===== src/rtl/rv_pkg.sv =====
// Shared RV32IC front-end definitions.
// Contents:
//   XLEN, HW        - architectural word and halfword widths
//   RVC_MASK        - low opcode bits that mark a full 32-bit instruction
//   fetch_state_e   - fetch_aligner control FSM encoding
//   is_rvc()        - 1 when a halfword starts a 16-bit compressed instruction
// Decode and the compressed expander import the same constants and function.
package rv_pkg;

  localparam int XLEN = 32;
  localparam int HW   = 16;
  localparam logic [1:0] RVC_MASK = 2'b11;

  typedef enum logic [1:0] {
    RUN      = 2'd0,
    WAIT_RSP = 2'd1,
    DROP     = 2'd2
  } fetch_state_e;

  // Any low-bit pattern other than 2'b11 is a compressed instruction.
  function automatic logic is_rvc(input logic [HW-1:0] hw);
    return (hw[1:0] & RVC_MASK) != RVC_MASK;
  endfunction

endpackage


===== src/rtl/hw_queue.sv =====
// Three-entry halfword shift queue feeding the instruction aligner.
// Ports:
//   clk, rst     - clock, synchronous active-high reset
//   flush        - empty the queue this cycle (pushes are ignored)
//   pop1, pop2   - remove one / two entries from the head
//   push1, push2 - append din0 / din0 then din1 at the tail
//   din0, din1   - halfwords to append, din0 first
//   h0, h1       - head entry and the entry behind it
//   count        - number of valid entries, 0..3
// A pop and a push in the same cycle are both applied: the pop shifts the
// entries down first, then the push lands behind whatever remains. The caller
// guarantees capacity is never exceeded and pop/push requests are one-hot.
module hw_queue
  import rv_pkg::*;
(
  input  logic          clk,
  input  logic          rst,
  input  logic          flush,
  input  logic          pop1,
  input  logic          pop2,
  input  logic          push1,
  input  logic          push2,
  input  logic [HW-1:0] din0,
  input  logic [HW-1:0] din1,
  output logic [HW-1:0] h0,
  output logic [HW-1:0] h1,
  output logic [1:0]    count
);

  logic [HW-1:0] q0, q1, q2;
  logic [HW-1:0] s0, s1, s2;
  logic [HW-1:0] n0, n1, n2;
  logic [1:0]    cnt_pop;
  logic [1:0]    cnt_next;

  always_comb begin
    // Pop stage: shift surviving entries toward the head.
    s0      = q0;
    s1      = q1;
    s2      = q2;
    cnt_pop = count;
    if (pop2) begin
      s0      = q2;
      s1      = '0;
      s2      = '0;
      cnt_pop = count - 2'd2;
    end else if (pop1) begin
      s0      = q1;
      s1      = q2;
      s2      = '0;
      cnt_pop = count - 2'd1;
    end

    // Push stage: write behind the post-pop tail.
    n0       = s0;
    n1       = s1;
    n2       = s2;
    cnt_next = cnt_pop;
    if (push1 || push2) begin
      case (cnt_pop)
        2'd0:    n0 = din0;
        2'd1:    n1 = din0;
        2'd2:    n2 = din0;
        default: ;
      endcase
      cnt_next = cnt_pop + 2'd1;
    end
    if (push2) begin
      case (cnt_pop)
        2'd0:    n1 = din1;
        2'd1:    n2 = din1;
        default: ;
      endcase
      cnt_next = cnt_pop + 2'd2;
    end
  end

  always_ff @(posedge clk) begin
    if (rst || flush) begin
      q0    <= '0;
      q1    <= '0;
      q2    <= '0;
      count <= 2'd0;
    end else begin
      q0    <= n0;
      q1    <= n1;
      q2    <= n2;
      count <= cnt_next;
    end
  end

  assign h0 = q0;
  assign h1 = q1;

endmodule


===== src/rtl/fetch_aligner.sv =====
// RV32IC instruction-fetch front end.
// Issues word-aligned reads, buffers returned halfwords in hw_queue and
// presents one whole instruction (32-bit, or 16-bit compressed) per handshake
// to decode. Handles word-straddling 32-bit instructions and PC redirects.
// Ports:
//   clk, rst               - clock, synchronous active-high reset
//   imem_req, imem_addr    - one-cycle read request, word-aligned address
//   imem_rsp_valid, imem_rdata - read response (halfword 0 = bits[15:0])
//   redirect_valid, redirect_pc - flush and restart at redirect_pc (bit0 ignored)
//   inst_valid, inst_ready - instruction handshake to decode
//   inst_data, inst_pc, inst_is_c - instruction, its PC, compressed flag
//   fsm_state              - current control FSM state (observability)
// Handshake: an instruction transfers on a cycle where inst_valid and
// inst_ready are both 1; while inst_valid=1 and inst_ready=0 the instruction
// fields hold stable. inst_valid never depends on inst_ready.
module fetch_aligner
  import rv_pkg::*;
#(
  parameter logic [XLEN-1:0] RESET_PC = 32'h0000_0000
) (
  input  logic            clk,
  input  logic            rst,
  output logic            imem_req,
  output logic [XLEN-1:0] imem_addr,
  input  logic            imem_rsp_valid,
  input  logic [XLEN-1:0] imem_rdata,
  input  logic            redirect_valid,
  input  logic [XLEN-1:0] redirect_pc,
  output logic            inst_valid,
  input  logic            inst_ready,
  output logic [XLEN-1:0] inst_data,
  output logic [XLEN-1:0] inst_pc,
  output logic            inst_is_c,
  output logic [1:0]      fsm_state
);

  fetch_state_e    state, state_next;
  logic [XLEN-1:0] fetch_addr;
  logic [XLEN-1:0] head_pc;
  logic            skip_low;

  logic [HW-1:0]   qh0, qh1;
  logic [1:0]      qcount;
  logic            head_c;
  logic            consume;
  logic            pop1, pop2, push1, push2;
  logic [1:0]      pop_n;
  logic [1:0]      count_after_pop;
  logic            rsp_take;
  logic [HW-1:0]   din0;

  hw_queue u_queue (
    .clk   (clk),
    .rst   (rst),
    .flush (redirect_valid),
    .pop1  (pop1),
    .pop2  (pop2),
    .push1 (push1),
    .push2 (push2),
    .din0  (din0),
    .din1  (imem_rdata[31:16]),
    .h0    (qh0),
    .h1    (qh1),
    .count (qcount)
  );

  always_comb begin
    head_c    = is_rvc(qh0);
    inst_is_c = head_c;
    inst_data = head_c ? {16'h0000, qh0} : {qh1, qh0};
    inst_pc   = head_pc;
    // A compressed head needs one entry, a 32-bit head needs two.
    inst_valid = !rst && !redirect_valid &&
                 ((head_c && qcount != 2'd0) || (!head_c && qcount >= 2'd2));

    consume = inst_valid && inst_ready;
    pop1    = consume && head_c;
    pop2    = consume && !head_c;
    pop_n   = pop2 ? 2'd2 : (pop1 ? 2'd1 : 2'd0);
    count_after_pop = qcount - pop_n;

    // A response during a redirect belongs to the old stream.
    rsp_take = (state == WAIT_RSP) && imem_rsp_valid && !redirect_valid;
    push1    = rsp_take && skip_low;
    push2    = rsp_take && !skip_low;
    // When entering mid-word only the upper halfword is part of the stream.
    din0     = skip_low ? imem_rdata[31:16] : imem_rdata[15:0];

    // At most one word in flight; fetch only when a full word will fit.
    imem_req  = !rst && (state == RUN) && !redirect_valid &&
                (count_after_pop <= 2'd1);
    imem_addr = fetch_addr;
  end

  always_comb begin
    state_next = state;
    if (redirect_valid) begin
      // An outstanding read whose data has not arrived must be swallowed.
      state_next = (state != RUN && !imem_rsp_valid) ? DROP : RUN;
    end else begin
      case (state)
        RUN:      if (imem_req)       state_next = WAIT_RSP;
        WAIT_RSP: if (imem_rsp_valid) state_next = RUN;
        DROP:     if (imem_rsp_valid) state_next = RUN;
        default:                      state_next = RUN;
      endcase
    end
  end

  always_ff @(posedge clk) begin
    if (rst) begin
      state      <= RUN;
      fetch_addr <= RESET_PC & ~32'h3;
      skip_low   <= RESET_PC[1];
      head_pc    <= RESET_PC;
    end else begin
      state <= state_next;
      if (redirect_valid) begin
        fetch_addr <= redirect_pc & ~32'h3;
        skip_low   <= redirect_pc[1];
        head_pc    <= redirect_pc & ~32'h1;
      end else begin
        if (rsp_take) begin
          fetch_addr <= fetch_addr + 32'd4;
          skip_low   <= 1'b0;
        end
        if (consume) begin
          head_pc <= head_pc + (head_c ? 32'd2 : 32'd4);
        end
      end
    end
  end

  assign fsm_state = state;

endmodule


===== config.mk =====
export PLATFORM = sky130hd
export DESIGN_NAME = fetch_aligner
export DESIGN_NICKNAME = d
export VERILOG_FILES = /design/src/rtl/rv_pkg.sv /design/src/rtl/hw_queue.sv /design/src/rtl/fetch_aligner.sv
export SDC_FILE = /design/constraint.sdc
export NUM_CORES = 1
export LEC_CHECK = 0
export BUFFER_PORTS_ARGS = -buffer_cell sky130_fd_sc_hd__buf_2
export CORE_ASPECT_RATIO = 0.9
export CORE_UTILIZATION = 54
export DETAILED_ROUTE_END_ITERATION = 16
export GPL_TIMING_DRIVEN = 1
export PLACE_DENSITY_LB_ADDON = 0.08
export SLEW_MARGIN = 15
export SYNTH_ARGS = -nofsm -noshare
export SYNTH_HDL_FRONTEND = slang
export SYNTH_SLANG_ARGS = --single-unit
export TNS_END_PERCENT = 30

===== constraint.sdc =====
create_clock -name clk -period 3.3 [get_ports clk]
set_input_delay 0.33 -clock clk [delete_from_list [all_inputs] [get_ports clk]]
set_output_delay 0.33 -clock clk [all_outputs]
set_load 0.05 [all_outputs]

==> results.cfg, run 1 <==
[cts]
post-cts-setup-buffers = 0
clock_latency_ns = 0.43
cts_hold_buffers = 0
cts_max_level = 4
clock-sinks = 114
cts_resized = 0
cts.path.max_buffers = 2
clkTransAtPathRegs_ns = 0.05
clockRootBuffer = clkbuf_16
cts_buffers = 17
cts_tree = done

[global_routing]
grt_max_degree = 56
grt_pass1_vias = 6758
grt_use_total_pct = 33.9
grt_pass1_wl_um = 34300
antenna_found_initial = 0
grt_overflow_total = 0

[hold_path]
hp-class = in2reg

[setup_path]
critPathCaptureType = primary output
r2r_start = u_queue.count[0]
timing.rr.end = u_queue.h1[3]
crit_path_max_fanout = 6
rr_worst_depth = 7
crit_required_ns = 2.97
r2r_slack_ns = 0.37
crit_path_end = imem_req
crit_arrival_ns = 2.62
start_kind = flip-flop
critPathLaunch = u_queue.count[0]
crit_type = reg2out

[floorplanning]
start_util_pct = 55.6
die_w_um = 120
dieArea_um2 = 12900
pin_count = 170
die_y_um = 108
rows = 38
coreArea_um2 = 12100

[timing]
final.period_utilization_pct = 89.3
rsz0062_at_grt = no
hold_viol = 0
tns_ns = 0
min_period_ns = 2.95
worstMarginPinSlew_ns = 1.18
setup_viol = 0
fmax_mhz = 339
relSlewSlack_pct = 20.9
finalClockSkew_ns = 0.00788
drv_slew = 0

[synthesis]
yosysWarningCount = 0
synth_cell_types = 70
synth-main-ff-cell = dfxtp_1
ys_seq_elements = 114
netlist_area_um2 = 6710
syn_inst = 845
synth-seq-area-share_pct = 34.0
syn_area_per_cell_um2 = 7.94
async_flop_share_pct = 0
synth-edff-count = 0

[placed_design]
gp_congestion = 0.862
postPlaceCellArea_um2 = 7680
portBuffers = 165
dp.cells = 1125
dp_hpwl_um = 14400

[power_and_ir_drop]
leakagePower_nw = 3.37
powerDensity_nw_per_um2 = 488
ir_drop_mv = 0.362
p_total_mw = 4.06

[drt]
dr.pass1.iters = 6
avgRoutedWirePerCell_um = 18.8
vias = 7424
via_per_inst = 6.42
routed_wl_um = 21800
drtIter0Drc = 838
drc_errors = 0
ant_nets = 0

[status]
outcome = finished, final reports clean

[cells_and_area]
finish.instance_area_um2 = 8320
stdcell_count = 1157
drive_gt1_share_pct = 27.7
final_net_count = 1062
synthToLayoutAreaGrowth_pct = 23.9
diodes = 0

[flow_run]
maxCapViolations = 0
==> stage by stage <==
step / hold slack, ns / worst slack (ns) / utilization [%]
2_1_floorplan: 0.456 / 0.256 / -
4_1_cts: 0.140 / 0.354 / 68.9
3_3_place_gp: 0.481 / 0.587 / 63.6
3_5_place_dp: 0.491 / 0.487 / 63.6
6_report: 0.148 / 0.352 / 68.9
5_1_grt: 0.153 / 0.144 / 68.9
==> registers in the layout, indices dropped and copies added (netlist names) <==
name,cells
fsm_state,2
imem_addr,30
inst_pc,31
skip_low,1
u_queue.count,2
u_queue.h0,16
u_queue.h1,16
u_queue.q2,16
==> per-layer routing <==
layer  global-route usage, %  share of wire, %  up-vias
li1                        -                 -     3412
met1                    45.4                43     3521
met2                    51.6                45      438
met3                    8.69               9.4       53
met4                    14.3               2.6        0
met5                       0                 0        -
==> kinds of logic (layout without fill, tap and decap cells) <==
| group | after synthesis | in the layout | synth area share [%] |
|---|---|---|---|
| xor gates and xnor gates | 35 | 35 | 4.57 |
| buffers and inverters | 96 | 246 | 5.74 |
| DFF | 114 | 114 | 34.0 |
| adders and majority gates | 9 | 9 | 1.79 |
| other | 1 | 3 | 0.0559 |
| muxes | 24 | 24 | 3.93 |
| and+or+nand+nor | 347 | 347 | 27.2 |
| AOI/OAI and AO/OA | 219 | 219 | 22.7 |
==> layout make-up <==
type / instances / area (um^2)
well taps: 160 / 200
flip-flops and latches: 114 / 2280
clock buffers: 22 / 484
repair buffers: 192 / 1040
fillers: 1037 / 3760
multi-input cells: 637 / 4070
inverters: 22 / 82.6
clock inverters: 10 / 154
==> critical path: stages (launching register included) <==
cell and delay, ns:
dfxtp_1 0.43, inv_1 0.12, ha_1 0.25, a21o_1 0.20, nor2_1 0.15, ha_1 0.18, xor2_1 0.17, xnor2_1 0.20
nand3_1 0.16, inv_1 0.08, buf_2 0.25
==> how the worst min path moves through the flow <==
| stage | from | to | slack, ns | cells after the start |
|---|---|---|---|---|
| global route | imem_rdata[29] | u_queue.h1[13] | 0.15 | 2 |
| detailed placement | u_queue.q2[10] | u_queue.q2[10] | 0.49 | 2 |
| floorplan | imem_rdata[16] | u_queue.h1[0] | 0.46 | 1 |
| finish | imem_rdata[20] | u_queue.h1[4] | 0.15 | 2 |
| CTS | imem_rdata[20] | u_queue.h1[4] | 0.14 | 2 |
| global placement | u_queue.q2[0] | u_queue.q2[0] | 0.48 | 2 |
==> power by group <==
part	switching, mW	internal (mW)
sequential	0.0698	1.43
combinational	0.387	0.166
clock	0.668	1.34
==> cells in the final DEF (no fill, tap or decap), types with 6 or more instances in the layout <==
cell,netlist,layout
inv_1,21,21
nand4_1,19,19
a311oi_1,6,6
a31oi_1,32,31
a32o_1,16,16
a21boi_0,11,11
xor2_1,11,11
or2_2,19,19
and3_1,29,28
ha_1,8,8
xnor2_1,24,24
mux2_2,19,19
nand3_1,88,87
a22oi_1,18,18
nand2_1,86,86
and2_1,8,8
nor3_1,14,14
clkbuf_16,0,17
buf_4,4,26
a211oi_1,10,10
buf_2,8,165
dfxtp_1,114,114
nor2_1,43,43
o221ai_1,14,14
a21oi_1,50,50
o31ai_1,16,16
o21ai_0,15,15
or3_1,9,9
==> cells in the mapped netlist (all sizes together), types with 2 or more instances <==
cell,number,share of area (%)
xor2,11,1.4
nor3b,3,0.41
nor4,5,0.88
a211oi,10,1.1
a32o,16,2.4
a311oi,6,0.78
and3,30,2.8
and4,5,0.69
nand4b,2,0.26
o221ai,14,1.8
nand3b,5,0.56
o21ai,16,1.2
nor3,14,1.0
or3,11,1.1
ha,8,1.5
a21boi,11,1.2
a221o,2,0.30
nand2,86,4.8
buf,20,1.5
o31a,2,0.26
nand4,20,2.1
a21o,2,0.22
nor2,43,2.4
o21a,4,0.45
inv,21,1.2
nand3,88,6.6
a22oi,18,2.0
nand2b,2,0.19
o31ai,16,1.8
xnor2,24,3.1
a21oi,50,3.7
clkbuf,54,3.0
or2,19,1.8
and2,9,0.84
mux2,19,3.2
a31oi,32,3.0
dfxtp,114,34
a32oi,2,0.26
o211ai,5,0.56
o22ai,4,0.37
mux2i,5,0.75
No activity file was read; power rests on OpenSTA's default activity.
==> run 2: changes to the inputs <==
--- a/config.mk
+++ b/config.mk
@@ -11,6 +11,7 @@
 export DETAILED_ROUTE_END_ITERATION = 16
 export GPL_TIMING_DRIVEN = 1
 export PLACE_DENSITY_LB_ADDON = 0.08
+export RECOVER_POWER = 25
 export SLEW_MARGIN = 15
 export SYNTH_ARGS = -nofsm -noshare
 export SYNTH_HDL_FRONTEND = slang
==> run 2 against run 1 <==
Sequential cell count stayed put. Die area stayed put. Core utilization is 0.55 points lower. Non-clock buffer count stayed put.
==> results.cfg, run 2 (same netlist as run 1, synthesis figures left out) <==
[status]
outcome = finished, final reports clean

[timing]
hold_viol = 0
rsz0062_at_grt = no
relSlewSlack_pct = 10.6
finalClockSkew_ns = 0.00802
tns_ns = 0
worstMarginPinSlew_ns = 1.34
min_period_ns = 2.97
final.period_utilization_pct = 89.9
setup_viol = 0
finalWorstSetupSlack_ns = 0.335
drv_slew = 0
fmax_mhz = 337

[setup_path]
crit_type = reg2out
crit_path_max_fanout = 6
crit_arrival_ns = 2.64
rr_worst_depth = 7
r2r_start = u_queue.count[0]
critPathCaptureType = primary output
timing.rr.end = u_queue.h1[3]
r2r_slack_ns = 0.39
start_kind = flip-flop
crit_required_ns = 2.97

[cells_and_area]
fillCellCount = 1067
final_net_count = 1062
synthToLayoutAreaGrowth_pct = 22.9
multi_input_area_um2 = 4070
seqCellArea_um2 = 2280
layout_common_cells = buf_2, dfxtp_1, nand3_1
drive_gt1_share_pct = 22.6
largest_reg_flops = 31
diodes = 0
stdcell_count = 1157
final_common_cell = buf_2
finish.utilization_pct = 68.3

[hold_path]
worstHoldStart = imem_rdata[20]
hold_depth = 2
hp-class = in2reg
min_to = u_queue.h1[4]

[drt]
via_per_inst = 6.36
drc_errors = 0
drtIter0Drc = 863
dr.pass1.iters = 5
vias = 7361
routed_wl_um = 21800
avgRoutedWirePerCell_um = 18.8
ant_nets = 0

[power_and_ir_drop]
ir_drop_mv = 0.360
powerDensity_nw_per_um2 = 491
pwr-share-seq_pct = 37.1
p_total_mw = 4.05
leakagePower_nw = 3.17
clockPowerShare_pct = 49.5
power.internal_mw = 2.92
swShare_pct = 27.8
comb_power_share_pct = 13.4
switchingPower_mw = 1.13

[placed_design]
dp.cells = 1125
gp_congestion = 0.862
dp_hpwl_um = 14400
portBuffers = 165
place_ws_ns = 0.487

[cts]
clkTransAtPathRegs_ns = 0.05
clock-sinks = 114
clockRootBuffer = clkbuf_16
cts.path.max_buffers = 2
cts_hold_buffers = 0
cts_resized = 0
cts_tree = done
clock_latency_ns = 0.43
cts_buffers = 17
post-cts-setup-buffers = 0
cts_max_level = 4

[global_routing]
grt_pass1_vias = 6758
grt_pass1_wl_um = 34300
grt_overflow_total = 0
grt_max_degree = 56
antenna_found_initial = 0
grt_use_total_pct = 33.9

[floorplanning]
dieArea_um2 = 12900
coreArea_um2 = 12100
pin_count = 170
rows = 38
die_w_um = 120
die_y_um = 108
start_util_pct = 55.6

[flow_run]
maxCapViolations = 0
-- run 2: worst max-delay path, cell delays in order, from the launching register on --
cell and delay [ns]:
dfxtp_1 0.43, inv_1 0.12, ha_1 0.25, a21o_1 0.20, nor2_1 0.15, ha_1 0.18, xor2_1 0.17, xnor2_1 0.20
nand3_1 0.17, inv_1 0.08, buf_2 0.25
-- run 2: layout make-up --
class / count / area share (%)
multi-input combinational: 637 / 49.4
sequential: 114 / 27.7
timing repair buffer: 192 / 11.8
clock buffer: 22 / 5.87
tap: 160 / 2.43
clock inverter: 10 / 1.87
inverter: 22 / 1.00
-- run 2: metrics by stage --
| stage | hold WS [ns] | area, um^2 |
|---|---|---|
| detailed placement | 0.491 | 7680 |
| global placement | 0.481 | 7680 |
| global route | 0.153 | 8250 |
| finish | 0.144 | 8250 |
| CTS | 0.140 | 8320 |
| floorplan | 0.456 | 6720 |
-- run 2: power groups by stage --
stage               Clock, mW  Sequential (mW)  Combinational [mW]
CTS                      2.01             1.50               0.549
floorplan                   0             1.69               0.213
global route             2.07             1.51               0.576
finish                   2.00             1.50               0.543
global placement            0             1.52               0.535
detailed placement          0             1.53               0.546
-- run 2: metal layers --
| layer | routed length, um | track usage, % | vias to the layer above |
|---|---|---|---|
| met5 | 0 | 0 | - |
| met3 | 1940 | 8.69 | 63 |
| met2 | 9990 | 51.6 | 392 |
| met4 | 596 | 14.3 | 0 |
| li1 | - | - | 3411 |
| met1 | 9230 | 45.4 | 3495 |
-- run 2: worst max path at each step --
stage,from,end,slack (ns),cells past startpoint
after floorplan,u_queue.h0[1],inst_pc[17],0.26,11
after global placement,u_queue.count[0],u_queue.h1[15],0.59,7
after detailed placement,u_queue.count[0],u_queue.h1[3],0.49,7
after CTS,u_queue.count[0],imem_req,0.35,10
after global routing,u_queue.count[0],imem_req,0.14,10
final,u_queue.count[0],imem_req,0.33,10
